**src/rtl/updown_counter_ext.sv**
```systemverilog
// Up/down counter with programmable bounds, load, and wrap/saturate/bounce/one-shot boundary modes.
// Latency: count/dir/tc/done registered, one cycle after the qualifying input; cfg_err combinational.
// Backpressure: none; en gates stepping, cfg_err freezes all state.
module updown_counter_ext #(
    parameter int                     WIDTH   = 8,
    parameter logic [WIDTH-1:0]       RST_VAL = '0
) (
    input  logic             clk,
    input  logic             rst,
    input  logic             en,
    input  logic             down,
    input  logic [1:0]       mode,
    input  logic             load,
    input  logic [WIDTH-1:0] load_val,
    input  logic [WIDTH-1:0] min_val,
    input  logic [WIDTH-1:0] max_val,
    output logic [WIDTH-1:0] count,
    output logic             dir,
    output logic             tc,
    output logic             done,
    output logic             cfg_err
);

    localparam logic [1:0] MODE_WRAP    = 2'b00;
    localparam logic [1:0] MODE_SAT     = 2'b01;
    localparam logic [1:0] MODE_BOUNCE  = 2'b10;
    localparam logic [1:0] MODE_ONESHOT = 2'b11;

    logic             bounce;
    logic             eff_dir;
    logic [WIDTH-1:0] term;
    logic [WIDTH-1:0] clamped;
    logic             in_range;
    logic [WIDTH-1:0] count_nxt;
    logic             dir_nxt;
    logic             tc_nxt;
    logic             done_nxt;

    // Outside bounce mode the live down input steers the step, so a
    // direction change acts on the very next edge.
    always_comb begin
        cfg_err  = min_val > max_val;
        bounce   = mode == MODE_BOUNCE;
        eff_dir  = bounce ? dir : down;
        term     = eff_dir ? min_val : max_val;
        in_range = (count >= min_val) && (count <= max_val);
        if (load_val < min_val)
            clamped = min_val;
        else if (load_val > max_val)
            clamped = max_val;
        else
            clamped = load_val;
    end

    always_comb begin
        count_nxt = count;
        dir_nxt   = bounce ? dir : down;
        tc_nxt    = 1'b0;
        done_nxt  = done;
        if (cfg_err) begin
            dir_nxt = dir;
        end else if (load) begin
            count_nxt = clamped;
            dir_nxt   = down;
            done_nxt  = 1'b0;
        end else if (en && !done) begin
            if (!in_range) begin
                // Bounds moved under the count: snap to the terminal bound silently.
                count_nxt = term;
            end else if (count != term) begin
                count_nxt = eff_dir ? count - 1'b1 : count + 1'b1;
            end else begin
                tc_nxt = 1'b1;
                case (mode)
                    MODE_WRAP:    count_nxt = eff_dir ? max_val : min_val;
                    MODE_SAT:     count_nxt = count;
                    MODE_BOUNCE: begin
                        dir_nxt = ~dir;
                        if (min_val != max_val)
                            count_nxt = dir ? count + 1'b1 : count - 1'b1;
                    end
                    MODE_ONESHOT: done_nxt = 1'b1;
                    default:      count_nxt = count;
                endcase
            end
        end
    end

    always_ff @(posedge clk or negedge rst) begin
        if (!rst) begin
            count <= RST_VAL;
            dir   <= 1'b0;
            tc    <= 1'b0;
            done  <= 1'b0;
        end else begin
            count <= count_nxt;
            dir   <= dir_nxt;
            tc    <= tc_nxt;
            done  <= done_nxt;
        end
    end

endmodule
```
**config.mk**
```make
export PLATFORM = sky130hd
export DESIGN_NAME = updown_counter_ext
export DESIGN_NICKNAME = d
export VERILOG_FILES = /design/src/rtl/updown_counter_ext.sv
export SDC_FILE = /design/constraint.sdc
export NUM_CORES = 1
export LEC_CHECK = 0
export ABC_AREA = 0
export BUFFER_PORTS_ARGS = -buffer_cell sky130_fd_sc_hd__buf_2
export CORE_ASPECT_RATIO = 0.7
export CORE_MARGIN = 4
export CORE_UTILIZATION = 35
export CTS_BUF_LIST = sky130_fd_sc_hd__clkbuf_4 sky130_fd_sc_hd__clkbuf_8
export DETAILED_ROUTE_END_ITERATION = 10
export HOLD_SLACK_MARGIN = 0.12
export PLACE_DENSITY = 0.59
export SYNTH_ARGS = -nofsm -noshare
export SYNTH_HDL_FRONTEND = slang
export SYNTH_SLANG_ARGS = --single-unit
```
**constraint.sdc**
```tcl
create_clock -name clk -period 3.9 [get_ports clk]
set_input_delay 0.78 -clock clk [delete_from_list [all_inputs] [get_ports clk]]
set_output_delay 0.78 -clock clk [all_outputs]
set_load 0.01 [all_outputs]
```
==> flow_summary.yaml, run 1 <==
outcome:
  result_of_the_run: "completed"
yosys:
  async_set_or_reset_flop_fraction_in_the_synthesized_netlist_pct: 100
  seq_area_frac_synth_pct: 9.84
  ys_warn_count: 0
  syn_nets: 453
  synth_largest_type_area_fraction_pct: 18.3
  number_of_flops_mapped_to_enable_cells_by_yosys: 0
  synthesis.instances: 381
  ranking_of_synthesized_cells_by_area: "sky130_fd_sc_hd__ha_1, sky130_fd_sc_hd__dfrtp_1, sky130_fd_sc_hd__mux2i_1"
  synth_cell_types: 48
  syn_area_sq_um: 2800
  synth_top_cell_by_area: "sky130_fd_sc_hd__ha_1"
  synth_flop_cell: "sky130_fd_sc_hd__dfrtp_1"
  synth_area_per_cell_sq_um: 7.34
  synth_seq_cells: 11
global_route:
  grt_start_max_net_pins: 31
  wire_length_of_the_first_global_routing_pass_microns: 14900
  via_count_of_the_first_global_routing_pass: 2853
  gr-usage-all-layers_pct: 19.2
  global_route.overflow_total: 0
  antenna_found_initial: 0
final_layout:
  postLayoutCoreUtil_pct: 41.6
  n_fill_cell: 798
  nets: 488
  num_antenna_cells: 0
  final_common_cell: "sky130_fd_sc_hd__buf_2"
  synthToLayoutAreaGrowth_pct: 12.1
  post_route_cells_drive_above_1_share_pct: 15.2
  final_cell_mix: "sky130_fd_sc_hd__buf_2, sky130_fd_sc_hd__ha_1, sky130_fd_sc_hd__a21oi_1"
clocking:
  cts_tree: "done"
  post-cts-setup-buffer-count: 0
  insertion_delay_ps: 240
  clk_root_buffer_cell: "sky130_fd_sc_hd__clkbuf_8"
  h-tree-depth: 1
  cts_max_path_buffers: 2
  cts.sink_count: 11
  cts_inserted_buffers: 3
  cts_hold_buffers: 0
  cts_resized: 0
  clk_pin_slew_worst_paths_ps: 50
placed_design:
  detailedPlacementHpwl_microns: 7470
  gp_routability_congestion: 0.885
  place_ws_ps: 271
  buffer_ports.inserted: 42
timing:
  finalHoldWorstSlack_ps: 405
  fin_skew_ps: 2.37
  period_share_pct: 87.5
  worst_slack_ps: 489
  report.final.slew_viol_count: 0
  finalSetupViolCount: 0
  fmaxAchievable_mhz: 293
  final-hold-violation-count: 0
  worst_pin_slew_ps: 725
  unrepaired_setup_endpoints_after_global_routing: "no"
  finalCriticalPeriod_ps: 3410
  finalSetupTns_ps: 0
  worst_slew_margin_pct: 51.7
die:
  design.die.area_sq_um: 9510
  fp-row-count: 26
  io-pin-count: 43
  die-height_microns: 82.8
  core_area_sq_um: 7550
  floorplan.initialDensity_pct: 37.1
  dieWidth_microns: 115
worst_setup_path:
  critical_path_arrival_ps: 3540
  cp_max_fo: 15
  endpoint_kind: "flop"
  timing.critical_path.buf_inv: 2
  critical_path.cell_chain: "buf_2 -> nand2b_1 -> a21oi_1 -> or3_1 -> a22o_1 -> nor4_4 -> buf_4 -> mux2i_1 -> o221ai_1 -> mux2_2"
  timing.rr.end: "count[3]"
  worst_ep_required_time_ps: 4030
  worst-r2r-cell-count: 9
  reg2reg_from: "count[0]"
  timing.critical_path.from_type: "input port"
  critical_path.top_delay_family: "simple AND/OR/NAND/NOR gates"
  cpPeakStageDelay_ps: 580
  r2r_slack_ps: 630
  critPathKind: "in2reg"
  worst_path_max_delay_cell: "sky130_fd_sc_hd__nand2b_1"
routing:
  detail_route.vias_per_cell: 5.89
  routed_wl_microns: 9320
  vias: 3024
  ant_nets: 0
  drt-wirelength-per-cell_microns: 18.2
  drc: 0
  detailedRoute.firstIterationViolations: 318
  drt_pass1_iterations: 5
power:
  pwr_density_cell_nw_per_um2: 433
  power_mw: 1.36
  cellLeakagePower_nw: 1.45
  worst_ir_drop_vdd_mv: 0.203
flow_run:
  total_of_max_cap_violations: 0
hold_path:
  timing.hold.worst.class: "in2async"
[power breakdown]
group	leakage, nW	switching, mW	total [mW]	internal, mW
logic	1.29	0.525	0.927	0.402
clock network	0.0262	0.0485	0.128	0.0792
registers	0.135	0.153	0.305	0.152
[per-layer routing]
| metal | part of all wire [%] | GRT usage, % |
|---|---|---|
| met1 | 52 | 32.1 |
| met4 | 0.54 | 1.49 |
| met3 | 8.4 | 2.62 |
| met2 | 39 | 26.2 |
| met5 | 0 | 0 |
[cells in the mapped netlist (2+ instances only)]
master,instances
sky130_fd_sc_hd__and3_1,4
sky130_fd_sc_hd__mux2i_1,24
sky130_fd_sc_hd__buf_6,3
sky130_fd_sc_hd__inv_1,25
sky130_fd_sc_hd__a21oi_1,35
sky130_fd_sc_hd__nor2_1,29
sky130_fd_sc_hd__o21a_1,4
sky130_fd_sc_hd__buf_2,4
sky130_fd_sc_hd__nand2_1,32
sky130_fd_sc_hd__nor2b_1,3
sky130_fd_sc_hd__nor4_1,3
sky130_fd_sc_hd__ha_1,41
sky130_fd_sc_hd__mux2_2,5
sky130_fd_sc_hd__nand2b_1,20
sky130_fd_sc_hd__a2111oi_0,3
sky130_fd_sc_hd__and4_1,2
sky130_fd_sc_hd__o22ai_1,3
sky130_fd_sc_hd__o221ai_1,5
sky130_fd_sc_hd__nand3_1,7
sky130_fd_sc_hd__o21ai_0,24
sky130_fd_sc_hd__xnor2_1,12
sky130_fd_sc_hd__xor2_1,2
sky130_fd_sc_hd__a221oi_1,3
sky130_fd_sc_hd__buf_1,2
sky130_fd_sc_hd__a21o_1,7
sky130_fd_sc_hd__a31oi_1,5
sky130_fd_sc_hd__o211ai_1,2
sky130_fd_sc_hd__o22a_1,3
sky130_fd_sc_hd__or3_1,9
sky130_fd_sc_hd__o211a_1,2
sky130_fd_sc_hd__o21bai_1,2
sky130_fd_sc_hd__nor3_1,7
sky130_fd_sc_hd__clkbuf_1,11
sky130_fd_sc_hd__a22o_1,3
sky130_fd_sc_hd__dfrtp_1,11
sky130_fd_sc_hd__a211oi_1,4
sky130_fd_sc_hd__nand4_1,9
[cells by family after synthesis]
group,synth area share [%]
multiplexers,10.6
AO/OA/AOI/OAI,25.6
flip-flops,9.84
adder cells (fa/ha/maj),18.3
buffers and inverters,7.02
AND/OR/NAND/NOR,24.2
XOR/XNOR,4.38
[state kept, by name (all words and copies together), names as in the netlist]
register	flops
count	8
dir	1
tc	1
done	1
[stage by stage]
step,std cells,cell area (sq um)
CTS,513,3140
global route,513,3140
finish,513,3140
detailed placement,509,3090
global placement,509,3090
floorplan,381,2800
[worst max path at each step]
stage                     cells past startpoint  startpoint        to
after CTS                                     9  max_val[1]   cfg_err
after floorplan                               8  min_val[0]  count[3]
after global placement                       10     mode[0]  count[6]
final                                        10     mode[0]  count[6]
after global routing                         10     mode[0]  count[6]
after detailed placement                     10     mode[0]  count[6]
[area by class of cell]
class | count | area, sq um | area share, %
inverters | 25 | 93.8 | 2.99
clock buffers | 4 | 48.8 | 1.56
multi-input cells | 325 | 2330 | 74.2
repair buffers | 50 | 270 | 8.62
well taps | 98 | 123 | 3.91
flip-flops and latches | 11 | 275 | 8.78
No activity file was read; power rests on OpenSTA's default activity.
==> inputs of run 2 (changes only) <==
--- a/config.mk
+++ b/config.mk
@@ -9,11 +9,11 @@
 export BUFFER_PORTS_ARGS = -buffer_cell sky130_fd_sc_hd__buf_2
 export CORE_ASPECT_RATIO = 0.7
 export CORE_MARGIN = 4
-export CORE_UTILIZATION = 35
+export CORE_UTILIZATION = 60
 export CTS_BUF_LIST = sky130_fd_sc_hd__clkbuf_4 sky130_fd_sc_hd__clkbuf_8
 export DETAILED_ROUTE_END_ITERATION = 10
 export HOLD_SLACK_MARGIN = 0.12
-export PLACE_DENSITY = 0.59
+export PLACE_DENSITY = 0.89
 export SYNTH_ARGS = -nofsm -noshare
 export SYNTH_HDL_FRONTEND = slang
 export SYNTH_SLANG_ARGS = --single-unit
==> run 2 against run 1 <==
- die area fell by 39%
- critical path depth decreased by 1
- clock power about the same
- register-to-register slack gained 40 ps
- sequential cell count did not move
- first-iteration DRC count is 3.5% higher
- routed wire length down 5.4%
- sequential power about the same
- via count is 4.6% higher
- critical path type is now in2out
- largest power group unchanged
==> flow_summary.yaml, run 2 (synthesis results as in run 1) <==
outcome:
  result_of_the_run: "completed"
power:
  pwr_density_cell_nw_per_um2: 440
  cellLeakagePower_nw: 1.45
  power.sequential.fraction_pct: 22.3
  p_int_mw: 0.631
  net-switching-power_mw: 0.722
  power_mw: 1.35
  share_comb_of_total_power_pct: 68.1
  worst_ir_drop_vdd_mv: 0.312
  p_sw_share_pct: 53.4
  power_frac_clock_pct: 9.6
worst_setup_path:
  timing.critical_path.from_type: "input port"
  worst_setup_path_startpoint: "max_val[1]"
  cp_max_fo: 7
  worst-r2r-cell-count: 9
  timing.rr.end: "count[7]"
  critPathCapture: "cfg_err"
  critical_path.cell_chain: "buf_2 -> inv_1 -> ha_1 -> nor2b_1 -> o21a_1 -> o21ai_0 -> a2111oi_0 -> nand2b_1 -> buf_2"
  timing.critical_path.buf_inv: 3
  critical_path_arrival_ps: 2590
  cp_common_cell: "sky130_fd_sc_hd__buf_2"
  worst_path_max_delay_cell: "sky130_fd_sc_hd__nand2b_1"
  endpoint_kind: "primary output"
  critical_path.top_delay_family: "simple AND/OR/NAND/NOR gates"
  worst_ep_required_time_ps: 3120
  critPathKind: "in2out"
  critical_path_depth: 9
  cpPeakStageDelay_ps: 410
  reg2reg_from: "count[0]"
  r2r_slack_ps: 670
final_layout:
  num_antenna_cells: 0
  post_route_cells_drive_above_1_share_pct: 15.0
  largest-register: "count"
  largest_register_ffs: 8
  synthToLayoutAreaGrowth_pct: 9.93
  nets: 487
  final_common_cell: "sky130_fd_sc_hd__buf_2"
  final_cell_mix: "sky130_fd_sc_hd__buf_2, sky130_fd_sc_hd__ha_1, sky130_fd_sc_hd__a21oi_1"
routing:
  drt_pass1_iterations: 5
  drc: 0
  vias: 3163
  detail_route.vias_per_cell: 6.74
  drt-wirelength-per-cell_microns: 18.8
  detailedRoute.firstIterationViolations: 329
  ant_nets: 0
  routed_wl_microns: 8820
timing:
  fmaxAchievable_mhz: 297
  finalCriticalPeriod_ps: 3370
  unrepaired_setup_endpoints_after_global_routing: "no"
  finalSetupTns_ps: 0
  worst_slew_margin_pct: 50.3
  final-hold-violation-count: 0
  period_share_pct: 86.4
  report.final.slew_viol_count: 0
  finalSetupViolCount: 0
  fin_skew_ps: 1.70
  worst_pin_slew_ps: 746
clocking:
  post-cts-setup-buffer-count: 0
  clk_root_buffer_cell: "sky130_fd_sc_hd__clkbuf_8"
  cts.sink_count: 11
  h-tree-depth: 1
  cts_inserted_buffers: 3
  cts_hold_buffers: 0
  insertion_delay_ps: 240
  cts_max_path_buffers: 2
  cts_tree: "done"
  clk_pin_slew_worst_paths_ps: 60
  cts_resized: 0
global_route:
  wire_length_of_the_first_global_routing_pass_microns: 14300
  gr-usage-all-layers_pct: 31.6
  groute.layer.met3.usage_pct: 5.89
  antenna_found_initial: 0
  grt.met2_usage_pct: 47.6
  grt_start_max_net_pins: 31
  grt_use_met1_pct: 45.6
  via_count_of_the_first_global_routing_pass: 2988
  gr-max-usage-layer: "met2"
  global_route.overflow_total: 0
die:
  io-pin-count: 43
  design.die.area_sq_um: 5840
  fp-row-count: 20
  dieWidth_microns: 89.6
  floorplan.initialDensity_pct: 63.2
  die-height_microns: 65.1
  core_area_sq_um: 4430
hold_path:
  timing.hold.worst.class: "in2async"
placed_design:
  gp_routability_congestion: 0.981
  buffer_ports.inserted: 42
  detailedPlacementHpwl_microns: 6940
flow_run:
  total_of_max_cap_violations: 0
run 2: per-layer routing:
layer / up-vias / routed length [microns]
li1: 1467 / -
met1: 1445 / 3760
met2: 227 / 3730
met3: 24 / 1120
met4: 0 / 213
met5: - / 0
run 2: power by group through the flow:
stage	combinational (mW)	clock, mW	sequential (mW)
after floorplan	0.688	0	0.223
after global placement	0.853	0	0.292
after detailed placement	0.897	0	0.294
after CTS	0.903	0.130	0.293
after global routing	1.02	0.139	0.313
final	0.921	0.129	0.302
run 2: final cells by class:
type	count	area, sq um
sequential	11	275
clock buffer	4	48.8
fill	376	1350
inverter	25	93.8
multi-input combinational	325	2330
tap	55	68.8
timing repair buffer	49	263
run 2: how the worst min path moves through the flow:
stage | startpoint | end | slack [ps] | cells past startpoint
floorplan | rst | count[0] | 480 | 0
global placement | done | done | 530 | 2
detailed placement | done | done | 570 | 2
CTS | rst | count[2] | 410 | 1
global route | rst | count[7] | 420 | 1
finish | rst | count[2] | 400 | 1
run 2: through the flow:
stage	cells	setup slack [ps]	utilization (%)	hold slack [ps]	area, sq um
2_1_floorplan	381	743	-	484	2800
3_3_place_gp	465	456	68.3	532	3030
3_5_place_dp	465	346	68.3	574	3030
4_1_cts	469	553	69.4	406	3080
5_1_grt	469	397	69.4	417	3080
6_report	469	530	69.4	401	3080
==> inputs of run 3 (changes only) <==
--- a/config.mk
+++ b/config.mk
@@ -7,13 +7,12 @@
 export LEC_CHECK = 0
 export ABC_AREA = 0
 export BUFFER_PORTS_ARGS = -buffer_cell sky130_fd_sc_hd__buf_2
-export CORE_ASPECT_RATIO = 0.7
 export CORE_MARGIN = 4
 export CORE_UTILIZATION = 60
 export CTS_BUF_LIST = sky130_fd_sc_hd__clkbuf_4 sky130_fd_sc_hd__clkbuf_8
 export DETAILED_ROUTE_END_ITERATION = 10
 export HOLD_SLACK_MARGIN = 0.12
-export PLACE_DENSITY = 0.89
+export PLACE_DENSITY = 0.9
 export SYNTH_ARGS = -nofsm -noshare
 export SYNTH_HDL_FRONTEND = slang
 export SYNTH_SLANG_ARGS = --single-unit
==> run 3 against run 2 <==
- worst hold slack got worse by 12 ps
- register-to-register slack got worse by 40 ps
- first-iteration DRC count fell by 28%
- critical endpoint unchanged
- largest power group unchanged
- via count barely moved
- power fell by 0.36%
- routed wire length fell by 1.9%
- worst setup slack got worse by 21 ps
- combinational power fell by 1%
- fmax fell by 0.61%
- final area rose by 0.12%
==> flow_summary.yaml, run 3 (synthesis results as in run 1) <==
outcome:
  result_of_the_run: "completed"
final_layout:
  num_antenna_cells: 0
  design_area_sq_um: 3080
  largest_register_ffs: 8
  synthToLayoutAreaGrowth_pct: 10.1
  postLayoutCoreUtil_pct: 69.3
  post_route_cells_drive_above_1_share_pct: 15.2
  instances_no_fill: 467
  nets: 488
  final_common_cell: "sky130_fd_sc_hd__buf_2"
  final_cell_mix: "sky130_fd_sc_hd__buf_2, sky130_fd_sc_hd__ha_1, sky130_fd_sc_hd__a21oi_1"
  largest-register: "count"
power:
  net-switching-power_mw: 0.717
  share_comb_of_total_power_pct: 67.7
  p_sw_share_pct: 53.2
  p_int_mw: 0.631
  power.sequential.fraction_pct: 22.5
  power_frac_clock_pct: 9.8
  worst_ir_drop_vdd_mv: 0.341
  pwr_density_cell_nw_per_um2: 438
  cellLeakagePower_nw: 1.45
routing:
  vias: 3160
  drt_pass1_iterations: 5
  ant_nets: 0
  drc: 0
  drt-wirelength-per-cell_microns: 18.5
  detail_route.vias_per_cell: 6.77
  detailedRoute.firstIterationViolations: 236
  routed_wl_microns: 8650
placed_design:
  dpl_cell_area_sq_um: 3030
  placed_cells_incl_taps: 463
  detailedPlacementHpwl_microns: 6740
  buffer_ports.inserted: 42
  gp_routability_congestion: 0.915
worst_setup_path:
  reg2reg_from: "count[0]"
  worst_ep_required_time_ps: 3120
  timing.critical_path.from_type: "input port"
  r2r_slack_ps: 630
  critPathKind: "in2out"
  worst-r2r-cell-count: 10
  endpoint_kind: "primary output"
  timing.rr.end: "count[4]"
  cp_max_fo: 7
  critical_path_arrival_ps: 2610
global_route:
  wire_length_of_the_first_global_routing_pass_microns: 14400
  grt_start_max_net_pins: 24
  global_route.overflow_total: 0
  via_count_of_the_first_global_routing_pass: 3054
  antenna_found_initial: 0
  gr-usage-all-layers_pct: 29.8
timing:
  worst_pin_slew_ps: 656
  finalSetupTns_ps: 0
  worst_slew_margin_pct: 56.3
  report.final.slew_viol_count: 0
  unrepaired_setup_endpoints_after_global_routing: "no"
  fin_skew_ps: 5.51
  finalSetupViolCount: 0
  final-hold-violation-count: 0
  finalCriticalPeriod_ps: 3390
  period_share_pct: 86.9
  fmaxAchievable_mhz: 295
hold_path:
  timing.hold.worst.class: "in2async"
clocking:
  cts_tree: "done"
  post-cts-setup-buffer-count: 0
  h-tree-depth: 1
  cts_inserted_buffers: 3
  clk_pin_slew_worst_paths_ps: 60
  cts_max_path_buffers: 2
  cts_resized: 0
  cts_hold_buffers: 0
  insertion_delay_ps: 250
  cts.sink_count: 11
  clk_root_buffer_cell: "sky130_fd_sc_hd__clkbuf_8"
die:
  floorplan.initialDensity_pct: 63.0
  die-height_microns: 76.3
  fp-row-count: 24
  design.die.area_sq_um: 5820
  core_area_sq_um: 4440
  dieWidth_microns: 76.3
  io-pin-count: 43
flow_run:
  total_of_max_cap_violations: 0
-- run 3: cell types whose count changed in the layout (fill, tap and decap cells not counted) --
| cell | before | now |
|---|---|---|
| sky130_fd_sc_hd__buf_4 | 7 | 8 |
-- run 3: worst max path at each step --
| stage | startpoint | to | slack (ps) | cells past startpoint |
|---|---|---|---|---|
| after floorplan | min_val[0] | count[3] | 740 | 8 |
| after global placement | mode[0] | count[3] | 470 | 10 |
| after detailed placement | mode[0] | count[4] | 380 | 10 |
| after CTS | max_val[1] | cfg_err | 550 | 9 |
| after global routing | max_val[1] | cfg_err | 420 | 9 |
| final | max_val[1] | cfg_err | 510 | 9 |
-- run 3: area by class of cell --
class                           instances  area [sq um]
Sequential cell                        11           275
Tap cell                               52          65.1
Clock buffer                            4          48.8
Timing Repair Buffer                   50           270
Inverter                               25          93.8
Fill cell                             397          1370
Multi-Input combinational cell        325          2330
-- run 3: stage by stage --
step	worst slack, ps	hold slack (ps)	total power, mW
4_1_cts	553	403	1.32
2_1_floorplan	743	484	0.911
5_1_grt	419	408	1.46
6_report	510	389	1.35
3_5_place_dp	381	536	1.18
3_3_place_gp	471	519	1.14
-- run 3: layer usage --
metal | vias up | GRT usage (%) | wire length, microns
met3 | 34 | 4.85 | 968
met4 | 0 | 11.1 | 276
met5 | - | 0 | 0
met2 | 237 | 49.3 | 3950
li1 | 1470 | - | -
met1 | 1419 | 38.8 | 3450
-- run 3: power by group through the flow --
stage	clock, mW	sequential, mW	combinational, mW
after floorplan	0	0.223	0.688
after CTS	0.130	0.292	0.893
final	0.132	0.303	0.912
after global placement	0	0.290	0.851
after global routing	0.136	0.311	1.01
after detailed placement	0	0.295	0.887
-- run 3: critical path: stages --
cell	delay, ps
sky130_fd_sc_hd__buf_2	120
sky130_fd_sc_hd__inv_1	100
sky130_fd_sc_hd__ha_1	300
sky130_fd_sc_hd__nor2b_1	140
sky130_fd_sc_hd__o21a_1	110
sky130_fd_sc_hd__o21ai_0	70
sky130_fd_sc_hd__a2111oi_0	380
sky130_fd_sc_hd__nand2b_1	390
sky130_fd_sc_hd__buf_2	210
